[src/rtl/alu_pkg.sv]
// Definitions shared by the UART/ALU sequencer and the ALU: opcodes, state
// encoding and the error byte.
package alu_pkg;

    localparam int NB_DATA_DEF = 8;
    localparam int NB_OP_DEF   = 6;

    localparam logic [5:0] OP_ADD = 6'h20;
    localparam logic [5:0] OP_SUB = 6'h22;
    localparam logic [5:0] OP_AND = 6'h24;
    localparam logic [5:0] OP_OR  = 6'h25;
    localparam logic [5:0] OP_XOR = 6'h26;
    localparam logic [5:0] OP_NOR = 6'h27;
    localparam logic [5:0] OP_SRA = 6'h03;
    localparam logic [5:0] OP_SRL = 6'h02;

    localparam logic [2:0] ST_WAIT_A  = 3'd0;
    localparam logic [2:0] ST_WAIT_B  = 3'd1;
    localparam logic [2:0] ST_WAIT_OP = 3'd2;
    localparam logic [2:0] ST_EXEC    = 3'd3;
    localparam logic [2:0] ST_ERR     = 3'd4;
    localparam logic [2:0] ST_SEND    = 3'd5;
    localparam logic [2:0] ST_WAIT_TX = 3'd6;

    typedef enum logic [2:0] {
        WAIT_A  = ST_WAIT_A,
        WAIT_B  = ST_WAIT_B,
        WAIT_OP = ST_WAIT_OP,
        EXEC    = ST_EXEC,
        ERR     = ST_ERR,
        SEND    = ST_SEND,
        WAIT_TX = ST_WAIT_TX
    } state_t;

    localparam logic [7:0] ERR_CODE_DEF = 8'hEE;

    function automatic logic is_valid_op(input logic [5:0] op);
        case (op)
            OP_ADD, OP_SUB, OP_AND, OP_OR,
            OP_XOR, OP_NOR, OP_SRA, OP_SRL: return 1'b1;
            default:                        return 1'b0;
        endcase
    endfunction

endpackage

[src/rtl/uart_alu_ctrl_if.sv]
// Byte-level bus between the sequencer and its UART RX/TX and ALU neighbours.
interface uart_alu_ctrl_if #(
    parameter int NB_DATA = 8,
    parameter int NB_OP   = 6
);
    logic [NB_DATA-1:0] i_rx_data;
    logic               i_rx_done;
    logic               i_tx_done;
    logic [NB_DATA-1:0] i_alu_result;
    logic [NB_DATA-1:0] o_alu_datoA;
    logic [NB_DATA-1:0] o_alu_datoB;
    logic [NB_OP-1:0]   o_alu_op;
    logic               o_alu_valid;
    logic [NB_DATA-1:0] o_tx_data;
    logic               o_tx_start;
    logic               o_busy;
    logic               o_error;

    modport master (
        input  i_rx_data, i_rx_done, i_tx_done, i_alu_result,
        output o_alu_datoA, o_alu_datoB, o_alu_op, o_alu_valid,
        output o_tx_data, o_tx_start, o_busy, o_error
    );

    modport slave (
        output i_rx_data, i_rx_done, i_tx_done, i_alu_result,
        input  o_alu_datoA, o_alu_datoB, o_alu_op, o_alu_valid,
        input  o_tx_data, o_tx_start, o_busy, o_error
    );
endinterface

[src/rtl/inter_byte_timer.sv]
// Counts idle cycles between bytes of a frame; expired flags the terminal
// count for one cycle and the counter restarts from zero.
module inter_byte_timer #(
    parameter int TIMEOUT_CYC = 100000
) (
    input  logic clk,
    input  logic rst_n,
    input  logic clear,
    input  logic enable,
    output logic expired
);
    localparam int NB_CNT = (TIMEOUT_CYC > 1) ? $clog2(TIMEOUT_CYC) : 1;
    localparam logic [NB_CNT-1:0] TERM_CNT = NB_CNT'(TIMEOUT_CYC - 1);

    logic [NB_CNT-1:0] cnt;

    // A byte arriving on the terminal cycle clears the timer, so it wins.
    assign expired = enable & ~clear & (cnt == TERM_CNT);

    always_ff @(posedge clk or negedge rst_n) begin
        if (!rst_n) begin
            cnt <= '0;
        end else if (clear || expired) begin
            cnt <= '0;
        end else if (enable) begin
            cnt <= cnt + 1'b1;
        end
    end
endmodule

[src/rtl/uart_alu_ctrl.sv]
// Collects operand A, operand B and opcode from UART RX, strobes the ALU,
// and returns the result (or an error byte) through UART TX.
module uart_alu_ctrl
    import alu_pkg::*;
#(
    parameter int                 NB_DATA     = NB_DATA_DEF,
    parameter int                 NB_OP       = NB_OP_DEF,
    parameter int                 TIMEOUT_CYC = 100000,
    parameter logic [NB_DATA-1:0] ERR_CODE    = NB_DATA'(ERR_CODE_DEF)
) (
    input  logic            i_clk,
    input  logic            i_rst_n,
    uart_alu_ctrl_if.master bus
);
    // state   | meaning
    // WAIT_A  | idle, waiting for operand A
    // WAIT_B  | waiting for operand B (timed)
    // WAIT_OP | waiting for opcode (timed)
    // EXEC    | ALU strobed, result captured for TX
    // ERR     | invalid opcode, error byte captured for TX
    // SEND    | TX start strobe
    // WAIT_TX | waiting for TX to finish

    state_t state, state_next;
    logic   timed;
    logic   expired;
    logic   op_ok;

    assign timed = (state == WAIT_B) || (state == WAIT_OP);
    assign op_ok = is_valid_op(bus.i_rx_data[NB_OP-1:0]);

    inter_byte_timer #(
        .TIMEOUT_CYC (TIMEOUT_CYC)
    ) u_timer (
        .clk     (i_clk),
        .rst_n   (i_rst_n),
        .clear   (~timed | bus.i_rx_done),
        .enable  (timed),
        .expired (expired)
    );

    always_ff @(posedge i_clk or negedge i_rst_n) begin
        if (!i_rst_n) begin
            state <= WAIT_A;
        end else begin
            state <= state_next;
        end
    end

    always_comb begin
        state_next = state;
        case (state)
            WAIT_A: begin
                if (bus.i_rx_done) state_next = WAIT_B;
            end
            WAIT_B: begin
                if (bus.i_rx_done)  state_next = WAIT_OP;
                else if (expired)   state_next = WAIT_A;
            end
            WAIT_OP: begin
                if (bus.i_rx_done)  state_next = op_ok ? EXEC : ERR;
                else if (expired)   state_next = WAIT_A;
            end
            EXEC:    state_next = SEND;
            ERR:     state_next = SEND;
            SEND:    state_next = WAIT_TX;
            WAIT_TX: begin
                if (bus.i_tx_done) state_next = WAIT_A;
            end
            default: state_next = WAIT_A;
        endcase
    end

    // Strobes are registered from the next state so they line up with it.
    always_ff @(posedge i_clk or negedge i_rst_n) begin
        if (!i_rst_n) begin
            bus.o_alu_datoA <= '0;
            bus.o_alu_datoB <= '0;
            bus.o_alu_op    <= '0;
            bus.o_alu_valid <= 1'b0;
            bus.o_tx_data   <= '0;
            bus.o_tx_start  <= 1'b0;
            bus.o_busy      <= 1'b0;
            bus.o_error     <= 1'b0;
        end else begin
            if (bus.i_rx_done && state == WAIT_A)  bus.o_alu_datoA <= bus.i_rx_data;
            if (bus.i_rx_done && state == WAIT_B)  bus.o_alu_datoB <= bus.i_rx_data;
            if (bus.i_rx_done && state == WAIT_OP) bus.o_alu_op    <= bus.i_rx_data[NB_OP-1:0];
            if (state == EXEC) bus.o_tx_data <= bus.i_alu_result;
            if (state == ERR)  bus.o_tx_data <= ERR_CODE;
            bus.o_alu_valid <= (state_next == EXEC);
            bus.o_tx_start  <= (state_next == SEND);
            bus.o_busy      <= (state_next != WAIT_A);
            bus.o_error     <= (state_next == ERR) || expired;
        end
    end
endmodule

[src/flat_wrapper.sv]
// flat-port wrapper written by rule: the top's interface ports become plain ports
module uart_alu_ctrl_flat import alu_pkg::*;
#(
    parameter int                 NB_DATA     = NB_DATA_DEF,
    parameter int                 NB_OP       = NB_OP_DEF,
    parameter int                 TIMEOUT_CYC = 100000,
    parameter logic [NB_DATA-1:0] ERR_CODE    = NB_DATA'(ERR_CODE_DEF)
)
  (i_clk, i_rst_n, bus_i_rx_data, bus_i_rx_done, bus_i_tx_done, bus_i_alu_result, bus_o_alu_datoA, bus_o_alu_datoB, bus_o_alu_op, bus_o_alu_valid, bus_o_tx_data, bus_o_tx_start, bus_o_busy, bus_o_error);
  uart_alu_ctrl_if #(.NB_DATA(NB_DATA), .NB_OP(NB_OP)) bus_i ();
  input  logic i_clk;
  input  logic i_rst_n;
  input wire logic [$bits(bus_i.i_rx_data)-1:0] bus_i_rx_data;
  input wire logic [$bits(bus_i.i_rx_done)-1:0] bus_i_rx_done;
  input wire logic [$bits(bus_i.i_tx_done)-1:0] bus_i_tx_done;
  input wire logic [$bits(bus_i.i_alu_result)-1:0] bus_i_alu_result;
  output wire logic [$bits(bus_i.o_alu_datoA)-1:0] bus_o_alu_datoA;
  output wire logic [$bits(bus_i.o_alu_datoB)-1:0] bus_o_alu_datoB;
  output wire logic [$bits(bus_i.o_alu_op)-1:0] bus_o_alu_op;
  output wire logic [$bits(bus_i.o_alu_valid)-1:0] bus_o_alu_valid;
  output wire logic [$bits(bus_i.o_tx_data)-1:0] bus_o_tx_data;
  output wire logic [$bits(bus_i.o_tx_start)-1:0] bus_o_tx_start;
  output wire logic [$bits(bus_i.o_busy)-1:0] bus_o_busy;
  output wire logic [$bits(bus_i.o_error)-1:0] bus_o_error;
  assign bus_i.i_rx_data = bus_i_rx_data;
  assign bus_i.i_rx_done = bus_i_rx_done;
  assign bus_i.i_tx_done = bus_i_tx_done;
  assign bus_i.i_alu_result = bus_i_alu_result;
  assign bus_o_alu_datoA = bus_i.o_alu_datoA;
  assign bus_o_alu_datoB = bus_i.o_alu_datoB;
  assign bus_o_alu_op = bus_i.o_alu_op;
  assign bus_o_alu_valid = bus_i.o_alu_valid;
  assign bus_o_tx_data = bus_i.o_tx_data;
  assign bus_o_tx_start = bus_i.o_tx_start;
  assign bus_o_busy = bus_i.o_busy;
  assign bus_o_error = bus_i.o_error;
  uart_alu_ctrl #(.NB_DATA(NB_DATA), .NB_OP(NB_OP), .TIMEOUT_CYC(TIMEOUT_CYC), .ERR_CODE(ERR_CODE)) u_core (.i_clk(i_clk), .i_rst_n(i_rst_n), .bus(bus_i));
endmodule
[config.mk]
export PLATFORM = sky130hd
export DESIGN_NAME = uart_alu_ctrl_flat
export DESIGN_NICKNAME = d
export VERILOG_FILES = /design/src/rtl/alu_pkg.sv /design/src/rtl/uart_alu_ctrl_if.sv /design/src/rtl/inter_byte_timer.sv /design/src/rtl/uart_alu_ctrl.sv /design/src/flat_wrapper.sv
export SDC_FILE = /design/constraint.sdc
export NUM_CORES = 1
export LEC_CHECK = 0
export ABC_AREA = 0
export BUFFER_PORTS_ARGS = -buffer_cell sky130_fd_sc_hd__buf_2
export CAP_MARGIN = 20
export CORE_UTILIZATION = 49
export DETAILED_ROUTE_END_ITERATION = 10
export HOLD_SLACK_MARGIN = 0.12
export PLACE_DENSITY_LB_ADDON = 0.25
export SETUP_SLACK_MARGIN = 0.4
export SLEW_MARGIN = 5
export SYNTH_ARGS = -nofsm -noshare
export SYNTH_HDL_FRONTEND = slang
export SYNTH_HIERARCHICAL = 1
export SYNTH_SLANG_ARGS = --single-unit
[constraint.sdc]
create_clock -name i_clk -period 2.8 [get_ports i_clk]
set_clock_uncertainty 0.1 [all_clocks]
set_input_delay 0.7 -clock i_clk [delete_from_list [all_inputs] [get_ports i_clk]]
set_output_delay 0.7 -clock i_clk [all_outputs]
set_load 0.005 [all_outputs]
==> key figures <==
Detailed routing
  – Drt wl/cell: 13.7 um
  – DRC viols: 0
  – Routed vias: 1,900
  – Final WL: 4920 um
  – Drt via density: 5.29
  – Iter 0 DRT Violations: 71
  – Antenna-violating nets left: 0
  – Detailed Routing Iterations Pass 1: 4

Floorplanning
  – Site Rows: 25
  – Chip Height: 73.9 um
  – Core box area: 0.00485 mm2
  – Initial core utilization: 52.2%
  – Die width: 73.9 um
  – Die ar.: 0.00546 mm2
  – I/O pin cnt: 54

Worst setup path
  – Startpoint Class: flop
  – CP arrival: 2530 ps
  – Worst reg-to-reg setup slack: 370 ps
  – FF-to-FF path depth: 11
  – Critical Path RT: 2890 ps
  – CP Class: flop to flop
  – Worst-path fanout max: 6
  – Critical Path End Type: flop

Yosys
  – Synth top area share: 53.4%
  – Unique cell type count in the Yosys netlist: 46
  – Area contributors post-synth: dfrtp_1 53%, mux2_2 9.8%, xnor2_1 3.1%
  – Compound-cell area share of the yosys netlist: 11.1%
  – Largest family of logic cells by synthesized area: simple AND/OR/NAND/NOR gates
  – Post-synth EDFFs: 0
  – Flops & latches, synth: 54
  – Most used DFF post-synth: dfrtp_1
  – Cells after synthesis: 225
  – Synthesized-area fraction occupied by adder cells: 0.494%
  – Simple-Gate Fraction of Synth Area: 16.7%
  – Mapped Nets: 246
  – Mapped Area: 0.00253 mm2
  – Synth Area in XOR/XNOR: 4.50%
  – Avg Inst Size Synth: 11.2 um2
  – YS warnings: 6
  – Ys async rst share: 100%
  – Multiplexer share of the synthesized area: 10.2%
  – Post-synthesis sequential area ratio: 53.4%
  – Area leader, netlist: dfrtp_1

Power and ir drop
  – Internal cell power: 0.00187 W
  – Leakage: 1.37 nW
  – Sequential power share: 40.5%
  – Sw power: 0.000966 W
  – Combinational share of power: 40.4%
  – Power per standard cell area: 906 mW/mm2
  – Clk network pwr share: 19.1%
  – Maximum vdd ir drop: 0.000534 V
  – Sw frac: 34.0%

Global routing
  – Largest net degree at the start of global routing: 32
  – Grt ovf: 0
  – GRT Util Overall: 19.3%
  – Vias in the first global route: 1,831
  – First-pass GRT wire length: 8000 um
  – Initial antenna violation count: 0

Timing
  – Worst Tran Pin Value: 551 ps
  – Tmin final: 2430 ps
  – Hold Violations, Final: 0
  – Final period util: 86.8%
  – Unrepaired setup endpoints after global routing: yes
  – Max-slew headroom: 63.3%
  – Max Transition Viols Final: 0
  – Max Clk Rate: 411 MHz
  – Setup tns final: 0 ps
  – Final setup fails: 0
  – Setup ws final: 369 ps

Clock tree
  – CTS H-tree depth: 2
  – Num CTS Buffers: 5
  – Root buffer cell: clkbuf_8
  – CTS tree: built
  – Worst-Skew Late Latency: 310 ps
  – Clk slew on worst S/H paths: 100 ps
  – Clock tree buffer depth: 2
  – Clk sink count: 54

Layout
  – Area added between synthesis and finish: 23.7%
  – Filler cells: 377
  – Fin area: 0.00313 mm2
  – Most frequent cells in the layout: 53 x buf_2, 53 x dfrtp_1, 22 x mux2_2
  – Layout Nets: 312
  – Number of diodes: 0
  – Core Util, Final: 64.6%
  – Layout cells sized above 1: 41.1%

Run status
  – Outcome: finished, final reports clean

Place
  – GPL Wtd Cong: 0.842
  – DPL Wire Length: 3460 um
  – Post-DP Area: 0.00291 mm2
  – # port buffers: 53
  – Dpl ws: 63.4 ps

Job
  – Max Cap Viol: 0

Hold path
  – HP Class: input port to async pin
==> path summary, 6_finish.rpt <==
check,to,startpoint
setup / recovery,u_core/bus.o_busy,u_core/state[0]
hold / removal,u_core/bus.o_alu_datoA[4],i_rst_n
setup reg to reg,u_core/bus.o_busy,u_core/state[0]
hold reg to reg,u_core/bus.o_alu_datoB[2],u_core/bus.o_alu_datoB[2]
max in group asynchronous,u_core/u_timer/cnt[11],i_rst_n
min in group i_clk,u_core/bus.o_alu_datoB[2],u_core/bus.o_alu_datoB[2]
==> final cells by class <==
| type | instances | area (um2) | share of cell area (%) |
|---|---|---|---|
| Sequential cell | 54 | 1350 | 43.2 |
| Multi-Input combinational cell | 151 | 1140 | 36.5 |
| Timing Repair Buffer | 69 | 398 | 12.7 |
| Tap cell | 67 | 83.8 | 2.68 |
| Clock buffer | 5 | 68.8 | 2.20 |
| Clock inverter | 3 | 47.5 | 1.52 |
| Inverter | 10 | 37.5 | 1.20 |
==> cell usage after synthesis, types with 2 or more instances <==
cell / instances
nor4_1: 4
nand2_1: 16
nand3_1: 4
inv_1: 10
xor2_1: 4
o21ai_0: 13
nand2b_1: 3
nor2b_1: 2
xnor2_1: 9
buf_2: 6
mux2_2: 22
a21oi_1: 6
nor3_1: 8
nor2_1: 20
a211oi_1: 2
nand4_1: 3
clkbuf_1: 2
or3_1: 4
dfrtp_1: 54
o311ai_0: 7
==> stage by stage <==
stage	instances	total power, W	hold WS, ps
6_report	359	0.00284	262
5_1_grt	359	0.00300	305
4_1_cts	356	0.00282	280
3_5_place_dp	341	0.00221	390
3_3_place_gp	341	0.00217	385
2_1_floorplan	225	0.00186	304
==> worst max-delay path: stages, from the launching register on <==
cell,delay [ps]
dfrtp_2,450
inv_2,90
nand2_4,70
a21oi_4,160
buf_4,140
nand3_4,90
nand4b_1,240
nor3_2,250
o21bai_1,90
o311ai_0,120
a31oi_1,140
or3_1,380
==> power groups by stage <==
stage          Sequential [W]  Clock [W]  Combinational, W
3_5_place_dp          0.00117          0           0.00104
4_1_cts               0.00115   0.000553           0.00112
2_1_floorplan         0.00117          0          0.000687
5_1_grt               0.00118   0.000577           0.00124
6_report              0.00115   0.000541           0.00115
3_3_place_gp          0.00116          0           0.00101
==> repair_timing <==
action	in CTS	in global routing
setup buffers	7	3
resized for setup	4	2
pin swaps	5	5
setup endpoints to repair	13	12
hold buffers	0	0
==> cell families after synthesis <==
kind of cell | after synthesis
xor gates and xnor gates | 13
AOI/OAI and AO/OA | 39
muxes | 23
adders and majority gates | 1
and+or+nand+nor | 75
buffers and inverters | 20
DFF | 54
==> flip-flops by register name, indices dropped and copies added (netlist names) <==
register                flops
u_core/bus.o_alu_valid      1
u_core/bus.o_alu_op         6
u_core/u_timer/cnt         17
u_core/bus.o_alu_datoB      8
u_core/bus.o_tx_start       1
u_core/bus.o_alu_datoA      8
u_core/state                3
u_core/bus.o_error          1
u_core/bus.o_busy           1
u_core/bus.o_tx_data        8
==> per-layer routing <==
layer / global-route usage [%] / routed length, um / up-vias
li1: - / - / 928
met1: 24.1 / 2310 / 913
met3: 5.21 / 230 / 7
met2: 32.2 / 2320 / 52
met4: 6.84 / 63 / 0
met5: 0 / 0 / -
No activity file was read; power rests on OpenSTA's default activity.
